`src/rtl/mem_arbiter.sv`:
```
// mem_arbiter: two-requester arbiter/sequencer in front of a single-port
// synchronous memory (1-cycle registered read, write on rising edge).
//
// Requesters:
//   fetch (if_*) : read-only
//   data  (d_*)  : load (d_we=0) or store (d_we=1)
//
// Handshake (both requesters): the requester raises req together with its
// address/control/data and holds all of them stable until it sees a one-cycle
// ack pulse. A req still high in the cycle after the ack is a new
// transaction. The ack arrives two cycles after the request is first sampled
// in IDLE; read data is valid with the ack and held until the next read ack
// of that requester.
//
// Ports:
//   clock, clear          : clock, synchronous active-high reset
//   if_req/if_addr        : fetch request and address
//   if_ack/if_rdata       : fetch completion pulse and read data
//   d_req/d_we/d_addr/d_wdata : data request, direction, address, store data
//   d_ack/d_rdata         : data completion pulse and load data
//   ram_read/ram_write    : memory strobes (only in the grant cycle)
//   ram_address           : memory address
//   ram_data_in           : memory write data
//   ram_data_out          : memory read data (valid the cycle after the read)
//   busy                  : high while a transaction is in ACCESS or RESP
//   dbg_state             : current sequencer state (0=IDLE,1=ACCESS,2=RESP)
module mem_arbiter #(
  parameter int ADDR_W = 9,
  parameter int DATA_W = 32
) (
  input  logic              clock,
  input  logic              clear,
  input  logic              if_req,
  input  logic [ADDR_W-1:0] if_addr,
  output logic              if_ack,
  output logic [DATA_W-1:0] if_rdata,
  input  logic              d_req,
  input  logic              d_we,
  input  logic [ADDR_W-1:0] d_addr,
  input  logic [DATA_W-1:0] d_wdata,
  output logic              d_ack,
  output logic [DATA_W-1:0] d_rdata,
  output logic              ram_read,
  output logic              ram_write,
  output logic [ADDR_W-1:0] ram_address,
  output logic [DATA_W-1:0] ram_data_in,
  input  logic [DATA_W-1:0] ram_data_out,
  output logic              busy,
  output logic [1:0]        dbg_state
);

  typedef enum logic [1:0] {
    S_IDLE   = 2'd0,
    S_ACCESS = 2'd1,
    S_RESP   = 2'd2
  } state_t;

  typedef enum logic [1:0] {
    OWN_NONE  = 2'd0,
    OWN_FETCH = 2'd1,
    OWN_DATA  = 2'd2
  } owner_t;

  state_t            r_state;
  state_t            w_next_state;
  owner_t            r_owner;
  logic              r_last_is_data;
  logic [ADDR_W-1:0] r_addr;
  logic              r_we;
  logic [DATA_W-1:0] r_if_rdata;
  logic [DATA_W-1:0] r_d_rdata;
  logic              w_grant_if;
  logic              w_grant_d;

  // Next-state and output decode. Strobes are only ever raised in the IDLE
  // grant cycle, so the memory sees at most one strobe per transaction.
  always_comb begin
    w_next_state = r_state;
    w_grant_if   = 1'b0;
    w_grant_d    = 1'b0;
    ram_read     = 1'b0;
    ram_write    = 1'b0;
    ram_address  = r_addr;
    ram_data_in  = d_wdata;
    if_ack       = 1'b0;
    d_ack        = 1'b0;
    case (r_state)
      S_IDLE: begin
        // On a tie the requester that did not win last time goes first.
        w_grant_d  = d_req & (~if_req | ~r_last_is_data);
        w_grant_if = if_req & ~w_grant_d;
        if (w_grant_d) begin
          ram_address  = d_addr;
          ram_read     = ~d_we;
          ram_write    = d_we;
          w_next_state = S_ACCESS;
        end else if (w_grant_if) begin
          ram_address  = if_addr;
          ram_read     = 1'b1;
          w_next_state = S_ACCESS;
        end
      end
      S_ACCESS: begin
        w_next_state = S_RESP;
      end
      S_RESP: begin
        if_ack       = (r_owner == OWN_FETCH);
        d_ack        = (r_owner == OWN_DATA);
        w_next_state = S_IDLE;
      end
      default: begin
        w_next_state = S_IDLE;
      end
    endcase
  end

  always_ff @(posedge clock) begin
    if (clear) begin
      r_state        <= S_IDLE;
      r_owner        <= OWN_NONE;
      r_last_is_data <= 1'b0;
      r_addr         <= '0;
      r_we           <= 1'b0;
      r_if_rdata     <= '0;
      r_d_rdata      <= '0;
    end else begin
      r_state <= w_next_state;
      case (r_state)
        S_IDLE: begin
          if (w_grant_d) begin
            r_owner        <= OWN_DATA;
            r_addr         <= d_addr;
            r_we           <= d_we;
            r_last_is_data <= 1'b1;
          end else if (w_grant_if) begin
            r_owner        <= OWN_FETCH;
            r_addr         <= if_addr;
            r_we           <= 1'b0;
            r_last_is_data <= 1'b0;
          end
        end
        S_ACCESS: begin
          // Memory output is valid here because the read was issued in the
          // grant cycle; a store leaves d_rdata untouched.
          if (r_owner == OWN_FETCH) begin
            r_if_rdata <= ram_data_out;
          end else if ((r_owner == OWN_DATA) && !r_we) begin
            r_d_rdata <= ram_data_out;
          end
        end
        S_RESP: begin
          r_owner <= OWN_NONE;
        end
        default: begin
          r_owner <= OWN_NONE;
        end
      endcase
    end
  end

  assign if_rdata  = r_if_rdata;
  assign d_rdata   = r_d_rdata;
  assign busy      = (r_state != S_IDLE);
  assign dbg_state = r_state;

endmodule
```
`config.mk`:
```
export PLATFORM = sky130hd
export DESIGN_NAME = mem_arbiter
export DESIGN_NICKNAME = d
export VERILOG_FILES = /design/src/rtl/mem_arbiter.sv
export SDC_FILE = /design/constraint.sdc
export NUM_CORES = 1
export LEC_CHECK = 0
export CORE_UTILIZATION = 38
export CTS_BUF_LIST = sky130_fd_sc_hd__clkbuf_16
export CTS_CLUSTER_DIAMETER = 120
export CTS_CLUSTER_SIZE = 20
export DETAILED_ROUTE_END_ITERATION = 7
export PLACE_DENSITY = 0.91
export SLEW_MARGIN = 40
export SYNTH_ARGS = -nofsm -noshare
export SYNTH_HDL_FRONTEND = slang
export SYNTH_SLANG_ARGS = --single-unit
export TNS_END_PERCENT = 50
```
`constraint.sdc`:
```
create_clock -name clock -period 1.45 [get_ports clock]
set_input_delay 0.2175 -clock clock [delete_from_list [all_inputs] [get_ports clock]]
set_output_delay 0.2175 -clock clock [all_outputs]
set_load 0.02 [all_outputs]
```
* Word-level counts from Yosys, hierarchy flattened *
Index checks and enable logic that the tools add are counted.

operators by class
  muxes and demuxes = 23
  div/mod/pow operators = 0
  shift operators = 0
  add/sub/neg operators = 0
  equality and inequality tests = 6
  multipliers = 0
  bitwise logic cells = 9
  reductions and logical operators = 9
  order comparisons = 0

operator list
  cell                number
  $mux 9              5
  $mux 1              12
  $mux 2              4
  $pmux 2 s2          2
  $ne 3x3->1 const B  2
  $not 1->1           6
  $reduce_and 2->1    3
  $eq 2x1->1 const B  2
  $eq 2x2->1 const B  2
  $reduce_bool 2->1   2
  $reduce_and 3->1    1
  $and 1x1->1         2
  $logic_not 2->1     1
  $logic_and 1x1->1   1
  $logic_not 1->1     1
  $or 1x1->1          1

storage, ports and cells
  ROM bits = 0
  latch bits = 0
  RAM bits = 0
  register bits = 79
  output and inout bits = 112
  memories = 0

* Longest topological paths before layout *
Gate-level depths: netlist (run 1).

  depth in word-level cells = 9
  mapped depth = 6

* Worst setup path after synthesis (run 1) *
No wires, ideal clock.

  path type = register to output
  from = reg r_state[1] (netlist: dbg_state[1])
  to = out if_ack
  required time = 1.233 ns
  setup slack = -0.182 ns
  cell stages (with the launch flop) = 3
  buffers on the path = 0
  arrival = 1.414 ns
  path through = dfxtp_1 > inv_1 > nor4b_1

on the way
  longest elaborated chain between the ends = 2

RTL lines
  element                 line  RTL
  start, declared         64    state_t r_state;
  start signal, assigned  127   r_state <= w_next_state;
  $eq 2x2->1              87    case (r_state)
  $mux 1                  87
  end, declared           35    output logic if_ack,

Every way passes these cells.

* Worst setup path after layout (run 1) *
  from = reg r_state[0] (netlist: dbg_state[0])
  to = out ram_address[4]

on the way
  longest elaborated chain between the ends = 2

RTL lines
  element          line  RTL
  $logic_not 2->1  87
  $mux 9           87
  end, declared    45    output logic [ADDR_W-1:0] ram_address,

Every way passes these cells.

==> results of run 1 <==
-- cell usage after synthesis --
cell type | count | area (um2)
nand2_1 | 65 | 244
clkbuf_1 | 16 | 60.1
buf_6 | 2 | 22.5
nor2_2 | 1 | 6.26
and4bb_1 | 1 | 12.5
buf_4 | 37 | 278
a22oi_1 | 1 | 7.51
nor3_1 | 1 | 5.00
nand3_1 | 43 | 215
nor4b_1 | 1 | 8.76
inv_2 | 1 | 3.75
nor2_1 | 2 | 7.51
nor4bb_1 | 1 | 10.0
inv_1 | 4 | 15.0
buf_1 | 2 | 7.51
o21ai_0 | 33 | 165
a31oi_1 | 9 | 56.3
nand4bb_1 | 2 | 22.5
nor3b_1 | 1 | 7.51
nand4_1 | 19 | 119
buf_2 | 13 | 65.1
dfxtp_1 | 79 | 1580
and4bb_2 | 1 | 12.5
nand2b_1 | 1 | 6.26
buf_8 | 1 | 15.0
o21ai_1 | 10 | 50.1
o211ai_1 | 2 | 15.0
a21oi_1 | 68 | 340
-- worst max-delay path by stage --
stage          cells past startpoint  slack (ns)        endpoint                 startpoint
2_1_floorplan                      6       -0.06  ram_address[6]  dbg_state[0]$_SDFFE_PP0P_
3_5_place_dp                       6       -0.67  ram_address[0]                      d_req
3_3_place_gp                       6       -0.60  ram_address[0]                      d_req
4_1_cts                            6       -0.16  ram_address[0]  dbg_state[0]$_SDFFE_PP0P_
6_report                           6       -0.19  ram_address[4]  dbg_state[0]$_SDFFE_PP0P_
5_1_grt                            6       -0.25  ram_address[4]  dbg_state[0]$_SDFFE_PP0P_
-- power by group through the flow --
stage | Sequential, mW | Combinational, mW | Clock (mW)
2_1_floorplan | 2.36 | 0.474 | 0
3_3_place_gp | 2.32 | 0.827 | 0
3_5_place_dp | 2.32 | 0.847 | 0
4_1_cts | 2.28 | 0.959 | 2.26
5_1_grt | 2.29 | 1.10 | 2.37
6_report | 2.29 | 1.04 | 2.22
-- repair_timing --
item | in CTS | in global routing
setup buffers | 18 | 4
gates cloned | 3 | 3
pin swaps | 26 | 16
setup endpoints to repair | 80 | 56
resized for setup | 187 | 28
-- per-stage QoR --
step | setup WS (ns) | total power, mW | cell area (um2) | setup TNS (ns) | hold slack (ns)
2_1_floorplan | -0.0635 | 2.84 | 3380 | -0.276 | 0.353
3_3_place_gp | -0.598 | 3.15 | 4690 | -6.55 | 0.435
3_5_place_dp | -0.670 | 3.17 | 4690 | -7.68 | 0.435
4_1_cts | -0.158 | 5.50 | 5200 | -1.55 | 0.390
5_1_grt | -0.252 | 5.76 | 5400 | -4.40 | 0.403
6_report | -0.191 | 5.55 | 5400 | -1.97 | 0.394
-- area by class of cell --
cell class              count  area [um2]
fillers                   683        2980
repair buffers            193        1840
flip-flops and latches     79        1590
multi-input cells         262        1510
clock buffers               9         225
well taps                 105         131
clock inverters             7        72.6
inverters                   5        23.8
repair inverters            1        6.26
-- tightest hold or removal path: stages --
cell,delay [ns]
buf_2,0.11
buf_12,0.20
a21oi_1,0.14
-- flip-flops by register name, indices dropped and copies added, names as in the netlist --
| register | count |
|---|---|
| r_last_is_data | 1 |
| r_we | 1 |
| d_rdata | 32 |
| dbg_state | 2 |
| r_owner | 2 |
| r_addr | 9 |
| if_rdata | 32 |
-- layer usage --
| metal | vias up | track usage | wire [um] |
|---|---|---|---|
| met4 | 0 | 0.0970 | 264 |
| li1 | 1693 | - | - |
| met1 | 1740 | 0.269 | 4730 |
| met2 | 155 | 0.423 | 5750 |
| met5 | - | 0 | 0 |
| met3 | 31 | 0.0450 | 645 |
-- cell families (layout without fill, tap and decap cells) --
family                 Yosys count  after routing
DFF                             79             79
AOI/OAI and AO/OA              123            123
and+or+nand+nor                139            139
buffers and inverters           76            215
==> metrics.txt, run 1 <==
status=finished with violations; failing checks=negative setup slack; clk_lat worst skew=about 0.32 ns; sequential share of power=0.412; Psw=1.46 mW; Worst Hold Class=input pin to flop; initial antenna violation count=0; Syn Nets=around 500; register-to-register setup slack=-0.10 ns; CTS tree=built; WL/cell=17.2 um; initial core utilization=0.401; mux cell area share after synthesis=0; XOR/XNOR share of the synthesized area=0; Compound-Gate Fraction of Synth Area=0.189; WHS Endpoint=d_rdata[19]$_SDFFE_PP0P_; Comb power frac=0.187; dominant delay contributor by cell family on the critical path=simple AND/OR/NAND/NOR gates; sw frac=0.264; Crit Path Category=flop to primary output; layout cell share with drive strength beyond 1=0.230; crit start category=flop; DP Cell Count=between 600 and 700; nets=638; clock share of power=0.401; Setup WS post-layout=-0.191 ns; PD cells=between 1000 and 1500 mW/mm2; Hold Violations, Final=0; syn_area_per_cell=slightly above 8 um2; DRC=0; cell mode on critical path=buf_6; Worst slew margin=0.741; Synth Area in Adders=0; Rows=33; post-synthesis cell area=approximately 0.0034 mm2; post-synthesis simple-gate area fraction=0.201; Total GRT Usage=0.234; H-tree depth=3; fin. max-slew vios=0; final WL=11400 um; Final Core Density=0.644; first-pass GRT wire length=16600 um; Critical Path AT=~1.4 ns; Via density=about 5.5; fin crit share=1.13; Finished Layout Cells=around 660; max incr delay on CP=around 0.33 ns; register area share after synthesis=0.471; # diodes=0; Pint=about 4 mW; CTS Root Cell=clkbuf_16; worst hold start=clear; port bufs=around 130; Placeable Area=approximately 0.0084 mm2; Reg2Reg Launch Point=dbg_state[0]$_SDFFE_PP0P_; area grow syn2layout=60.7%; largest net degree at the start of global routing=80; reg2reg end=r_addr[8]$_SDFFE_PP0P_; RSZ-0062 raised after global routing=yes; Max FO, Critical Path=6; synthesized flop and latch total=between 70 and 80; Iter 0 DRT Violations=128; MaxCap Viol Count=0; WHS Path Cells=3; Die Ht=between 90 and 100 um; Warnings, synthesis=0; Worst EP required=about 1.2 ns; I/O Pins=about 200; Longest Clk Path Bufs=2; Yosys cell types=28; min Tclk post-route=around 1.6 ns; CTS sink cnt=~80; Pleak=between 2 and 2.5 nW; clock slew at reported path FFs=roughly 0.060 ns; Buf/Inv on CP=3; DR pass1 iterations=5; Synth Instances=approximately 420; post-DP HPWL=approximately 7100 um; Die X=96.0 um; Worst-Margin Slew=0.389 ns; GPL Wtd Cong=0.794; hold buffer count at cts=0; commonest cells after routing, fill and taps aside=dfxtp_1 (76), dlygate4sd2_1 (67), nand2_1 (65); Worst Setup End Kind=primary output; main combinational cell family by area after synthesis=simple AND/OR/NAND/NOR gates; grt ovf=0; DR vias=roughly 3600; clock skew=about 0.0063 ns; commonest non-fill, non-tap cell in the layout=dfxtp_1; R2R cell count=9; Die Footprint=~0.0092 mm2; worst vdd ir=approximately 0.63 mV; Final setup violation count=30; crit path cell chain=nor2_4 > buf_12 > buf_6 > nand4_1 > nand3_2 > buf_6; Routed Antenna Nets=0; CP max-delay cell=dfxtp_2; fmax=slightly above 600 MHz; vias in the first global route=around 3500; Num CTS Buffers=9
No activity file was read; power rests on OpenSTA's default activity.
==> inputs of run 2 (changes only) <==
Clock period 1.45 ns to 1.7 ns, I/O delays scaled along.
==> metrics.txt, run 2 (synthesis gave the netlist of run 1 again) <==
clock share of power=0.409 (was 0.401); status=finished with violations (unchanged); R2R cell count=5 (was 9); Worst-Margin Slew=0.345 ns (was 0.389 ns); RSZ-0062 raised after global routing=yes (unchanged); Reg2Reg Launch Point=dbg_state[0]$_SDFFE_PP0P_ (unchanged); GPL Wtd Cong=0.765 (was 0.794); clock slew at reported path FFs=0.06 ns (about the same); Crit Path Category=flop to primary output (unchanged); initial core utilization=0.401 (unchanged); Comb power frac=0.161 (was 0.187); Longest Clk Path Bufs=2 (unchanged); fmax=about 580 MHz; post-DP HPWL=6830 um (was 7110 um); nets=619 (was 638); commonest cells after routing, fill and taps aside=clkdlybuf4s50_1 (115), dfxtp_1 (78), a21oi_1 (68) (was dfxtp_1 (76), dlygate4sd2_1 (67), nand2_1 (65)); crit start category=flop (unchanged); CTS sink cnt=79 (unchanged); Iter 0 DRT Violations=153 (was 128); first-pass GRT wire length=15200 um (was 16600 um); PD cells=905 mW/mm2 (was 1030 mW/mm2); worst vdd ir=0.600 mV (was 0.627 mV); WHS Endpoint=d_rdata[10]$_SDFFE_PP0P_ (was d_rdata[19]$_SDFFE_PP0P_); dpl ws=-0.468 ns (was -0.670 ns); Worst Setup End Kind=primary output (unchanged); final instance area=0.00499 mm2 (was 0.00540 mm2); Setup TNS Final=-0.0215 ns (was -1.97 ns); Placeable Area=0.00838 mm2 (unchanged); failing checks=negative setup slack (unchanged); worst hold start=clear (unchanged); Tot Pwr=4.52 mW (was 5.55 mW); Final Core Density=0.595 (was 0.644); DR pass1 iterations=4 (was 5); Routed Antenna Nets=0 (unchanged); grt ovf=0 (unchanged); min Tclk post-route=roughly 1.7 ns; Die X=96.0 um (unchanged); Die Footprint=0.00922 mm2 (unchanged); Via density=5.33 (was 5.48); Rows=33 (unchanged); final WL=9890 um (was 11400 um); WL/cell=15.4 um (was 17.2 um); Die Ht=96.0 um (unchanged); Placed Area=0.00470 mm2 (was 0.00469 mm2); Psw=1.13 mW (was 1.46 mW); Post-CTS Setup Bufs=0 (was 18); Final setup violation count=2 (was 30); register-to-register setup slack=0.27 ns (was -0.10 ns); Critical Path AT=1.46 ns (was 1.42 ns); Pleak=1.80 nW (was 2.26 nW); clk_lat worst skew=0.32 ns (about the same); I/O Pins=199 (unchanged); reg2reg end=d_rdata[12]$_SDFFE_PP0P_ (was r_addr[8]$_SDFFE_PP0P_); Pint=3.38 mW (was 4.09 mW); vias in the first global route=3290 (was 3485); Worst EP required=1.44 ns (was 1.23 ns); WHS Path Cells=3 (unchanged); Worst Hold Class=input pin to flop (unchanged); sequential share of power=0.430 (was 0.412); clock skew=0.00588 ns (was 0.00628 ns); fin. max-slew vios=0 (unchanged); DRC=0 (unchanged); largest net degree at the start of global routing=80 (unchanged); fin crit share=1.01; port bufs=134 (unchanged); # diodes=0 (unchanged); Max FO, Critical Path=14 (was 6); Worst slew margin=0.770 (was 0.741); CTS tree=built (unchanged); Setup WS post-layout=-0.0170 ns (was -0.191 ns); CTS Root Cell=clkbuf_16 (unchanged); initial antenna violation count=0 (unchanged); Num CTS Buffers=9 (unchanged); area grow syn2layout=48.5% (was 60.7%); layout cell share with drive strength beyond 1=0.149 (was 0.230); commonest non-fill, non-tap cell in the layout=clkdlybuf4s50_1 (was dfxtp_1); Total GRT Usage=0.214 (was 0.234); Hold Violations, Final=0 (unchanged); H-tree depth=3 (unchanged); sw frac=0.251 (was 0.264); DR vias=3421 (was 3619); MaxCap Viol Count=0 (unchanged)
==> run 2: how the worst max path moves through the flow <==
stage          slack, ns        endpoint                       from
3_3_place_gp       -0.43  ram_address[1]                      d_req
4_1_cts            -0.04  ram_address[7]  dbg_state[1]$_SDFFE_PP0P_
2_1_floorplan       0.03          if_ack  dbg_state[1]$_SDFFE_PP0P_
6_report           -0.02  ram_address[5]  dbg_state[1]$_SDFFE_PP0P_
5_1_grt            -0.07  ram_address[2]  dbg_state[1]$_SDFFE_PP0P_
3_5_place_dp       -0.47  ram_address[1]                      d_req
==> run 2: area by class of cell <==
| type | count | area (um2) |
|---|---|---|
| clock inverters | 7 | 63.8 |
| multi-input cells | 262 | 1350 |
| clock buffers | 9 | 225 |
| fillers | 740 | 3390 |
| inverters | 5 | 21.3 |
| well taps | 105 | 131 |
| flip-flops and latches | 79 | 1580 |
| repair buffers | 175 | 1620 |
==> run 2: timing repair <==
item	CTS	global route
resized for setup	64	10
gates cloned	0	1
hold buffers	0	0
setup endpoints to repair	16	9
pin swaps	1	1
endpoints found under the hold margin	0	0
==> run 2: critical path, stage by stage (launching register included) <==
cell     delay (ns)
dfxtp_2        0.34
nor2_4         0.20
inv_4          0.13
o21ai_1        0.20
nand3_1        0.10
buf_2          0.17
==> run 2: through the flow <==
step	hold slack, ns	cells
2_1_floorplan	0.391	417
3_3_place_gp	0.440	625
3_5_place_dp	0.446	625
4_1_cts	0.426	641
5_1_grt	0.440	642
6_report	0.431	642
==> run 2: routing by layer <==
metal	track usage	vias to the layer above	wire [um]
met5	0	-	0
met4	0.0970	0	145
met3	0.0411	16	623
met2	0.374	133	4930
met1	0.251	1624	4190
li1	-	1648	-
==> run 2: power by group through the flow <==
stage / Combinational [mW] / Sequential (mW) / Clock, mW
floorplan: 0.399 / 2.01 / 0
global placement: 0.721 / 1.97 / 0
detailed placement: 0.732 / 1.98 / 0
CTS: 0.705 / 1.94 / 1.89
global route: 0.779 / 1.95 / 1.97
finish: 0.729 / 1.94 / 1.85
==> inputs of run 3 (changes only) <==
Settings changed: CTS_CLUSTER_SIZE 20 to not set, SETUP_SLACK_MARGIN set to 0.4.
==> metrics.txt, run 3 (synthesis gave the netlist of run 1 again) <==
Critical Path AT=1.46 ns (about the same); Setup WS post-layout=-0.0179 ns (was -0.0170 ns); Die Footprint=0.00922 mm2 (unchanged); vias in the first global route=3601 (was 3290); min Tclk post-route=1.72 ns (about the same); Max FO, Critical Path=8 (was 14); commonest non-fill, non-tap cell in the layout=dfxtp_1 (was clkdlybuf4s50_1); fin crit share=1.01 (about the same); PD cells=839 mW/mm2 (was 905 mW/mm2); Die X=96.0 um (unchanged); port bufs=134 (unchanged); Die Ht=96.0 um (unchanged); Worst slew margin=0.679 (was 0.770); MaxCap Viol Count=0 (unchanged); clock slew at reported path FFs=0.06 ns (about the same); Worst-Margin Slew=0.481 ns (was 0.345 ns); Pleak=2.30 nW (was 1.80 nW); R2R cell count=7 (was 5); sw frac=0.259 (was 0.251); I/O Pins=199 (unchanged); Pint=3.64 mW (was 3.38 mW); Routed Antenna Nets=0 (unchanged); final hold slack=0.446 ns (was 0.431 ns); Tot Pwr=4.91 mW (was 4.52 mW); clock share of power=0.410 (was 0.409); worst vdd ir=0.587 mV (was 0.600 mV); fmax=582 MHz (about the same); hold buffer count at cts=0 (unchanged); RSZ-0062 raised after global routing=yes (unchanged); Psw=1.27 mW (was 1.13 mW); Crit Path Category=flop to primary output (unchanged); commonest cells after routing, fill and taps aside=dfxtp_1 (77), dlygate4sd2_1 (57), clkdlybuf4s50_1 (52) (was clkdlybuf4s50_1 (115), dfxtp_1 (78), a21oi_1 (68)); Worst EP required=1.44 ns (about the same); fin. max-slew vios=0 (unchanged); Worst Hold Class=input pin to flop (unchanged); Total GRT Usage=0.242 (was 0.214); CTS sink cnt=79 (unchanged); Longest Clk Path Bufs=2 (unchanged); initial core utilization=0.401 (unchanged); largest net degree at the start of global routing=80 (unchanged); GPL Wtd Cong=0.792 (was 0.765); failing checks=negative setup slack (unchanged); layout cell share with drive strength beyond 1=0.375 (was 0.149); Placeable Area=0.00838 mm2 (unchanged); first-pass GRT wire length=17200 um (was 15200 um); Via density=5.65 (was 5.33); Num CTS Buffers=9 (unchanged); nets=635 (was 619); Comb power frac=0.193 (was 0.161); DR pass1 iterations=5 (was 4); WL/cell=18.7 um (was 15.4 um); Worst Setup End Kind=primary output (unchanged); # diodes=0 (unchanged); grt ovf=0 (unchanged); crit start category=flop (unchanged); WHS Path Cells=3 (unchanged); sequential share of power=0.397 (was 0.430); clock skew=0.0109 ns (was 0.00588 ns); area grow syn2layout=74.4% (was 48.5%); Hold Violations, Final=0 (unchanged); dpl ws=-0.521 ns (was -0.468 ns); DR vias=3713 (was 3421); CTS tree=built (unchanged); status=finished with violations (unchanged); Final setup violation count=4 (was 2); Rows=33 (unchanged); CTS Root Cell=clkbuf_16 (unchanged); clk_lat worst skew=0.33 ns (was 0.32 ns); initial antenna violation count=0 (unchanged); DRC=0 (unchanged); post-DP HPWL=7280 um (was 6830 um); final WL=12300 um (was 9890 um); Iter 0 DRT Violations=185 (was 153); H-tree depth=3 (unchanged)
[run 3: cell types whose count changed in the layout (fill, tap and decap cells not counted), moves of 15 or more]
cell,delta
a21oi_1,-45
a21oi_2,+45
buf_6,+19
clkdlybuf4s50_1,-63
dlygate4sd2_1,+52
nand2_1,-16
nand2_2,+15
nand3_1,-36
nand3_2,+30
[run 3: power by group through the flow]
stage               clock [mW]  sequential, mW  combinational (mW)
global route              2.14            1.96               0.997
finish                    2.01            1.95               0.949
detailed placement           0            1.98               0.778
global placement             0            1.98               0.758
floorplan                    0            2.02               0.431
CTS                       2.03            1.95               0.861
[run 3: worst max-delay path, cell delays in order (launching register included)]
cell and delay, ns:
dfxtp_2 0.33, nor2_4 0.17, inv_4 0.11, buf_6 0.15, o21ai_4 0.13, nand3_2 0.09, buf_6 0.14
[run 3: layout make-up]
class | instances | area (um2)
Inverter | 5 | 21.3
Clock inverter | 6 | 87.6
Multi-Input combinational cell | 262 | 1880
Tap cell | 105 | 131
Sequential cell | 79 | 1580
Clock buffer | 9 | 225
Timing Repair Buffer | 191 | 1930
Fill cell | 642 | 2520
[run 3: stage by stage]
| stage | cell area [um2] | utilization | TNS, ns | std cells |
|---|---|---|---|---|
| 2_1_floorplan | 3460 | - | 0 | 417 |
| 3_3_place_gp | 4800 | 0.573 | -4.19 | 624 |
| 3_5_place_dp | 4800 | 0.573 | -4.60 | 624 |
| 4_1_cts | 5470 | 0.653 | -0.0298 | 648 |
| 5_1_grt | 5860 | 0.699 | -0.547 | 657 |
| 6_report | 5860 | 0.699 | -0.0445 | 657 |
[run 3: layer usage]
metal  track usage  share of wire  up-vias
li1              -              -     1694
met1         0.274           0.38     1811
met2         0.445           0.53      175
met3        0.0506          0.064       33
met4        0.0858          0.020        0
met5             0              0        -
[run 3: what timing repair did]
| item | 4_1_cts | 5_1_grt |
|---|---|---|
| buffers inserted | 9 | 3 |
| gates resized for setup | 240 | 61 |
| gates cloned | 0 | 6 |
| pin swaps | 73 | 61 |
| setup endpoints to repair | 146 | 91 |
[run 3: final timing paths]
kind | slack [ns] | to | from
worst max-delay path | -0.02 | ram_address[7] | dbg_state[0]$_SDFFE_PP0P_
worst min-delay path | 0.45 | if_rdata[18]$_SDFFE_PP0P_ | clear
worst max register to register | 0.15 | d_rdata[0]$_SDFFE_PP0P_ | dbg_state[0]$_SDFFE_PP0P_
worst min register to register | 0.45 | if_rdata[7]$_SDFFE_PP0P_ | if_rdata[7]$_SDFFE_PP0P_
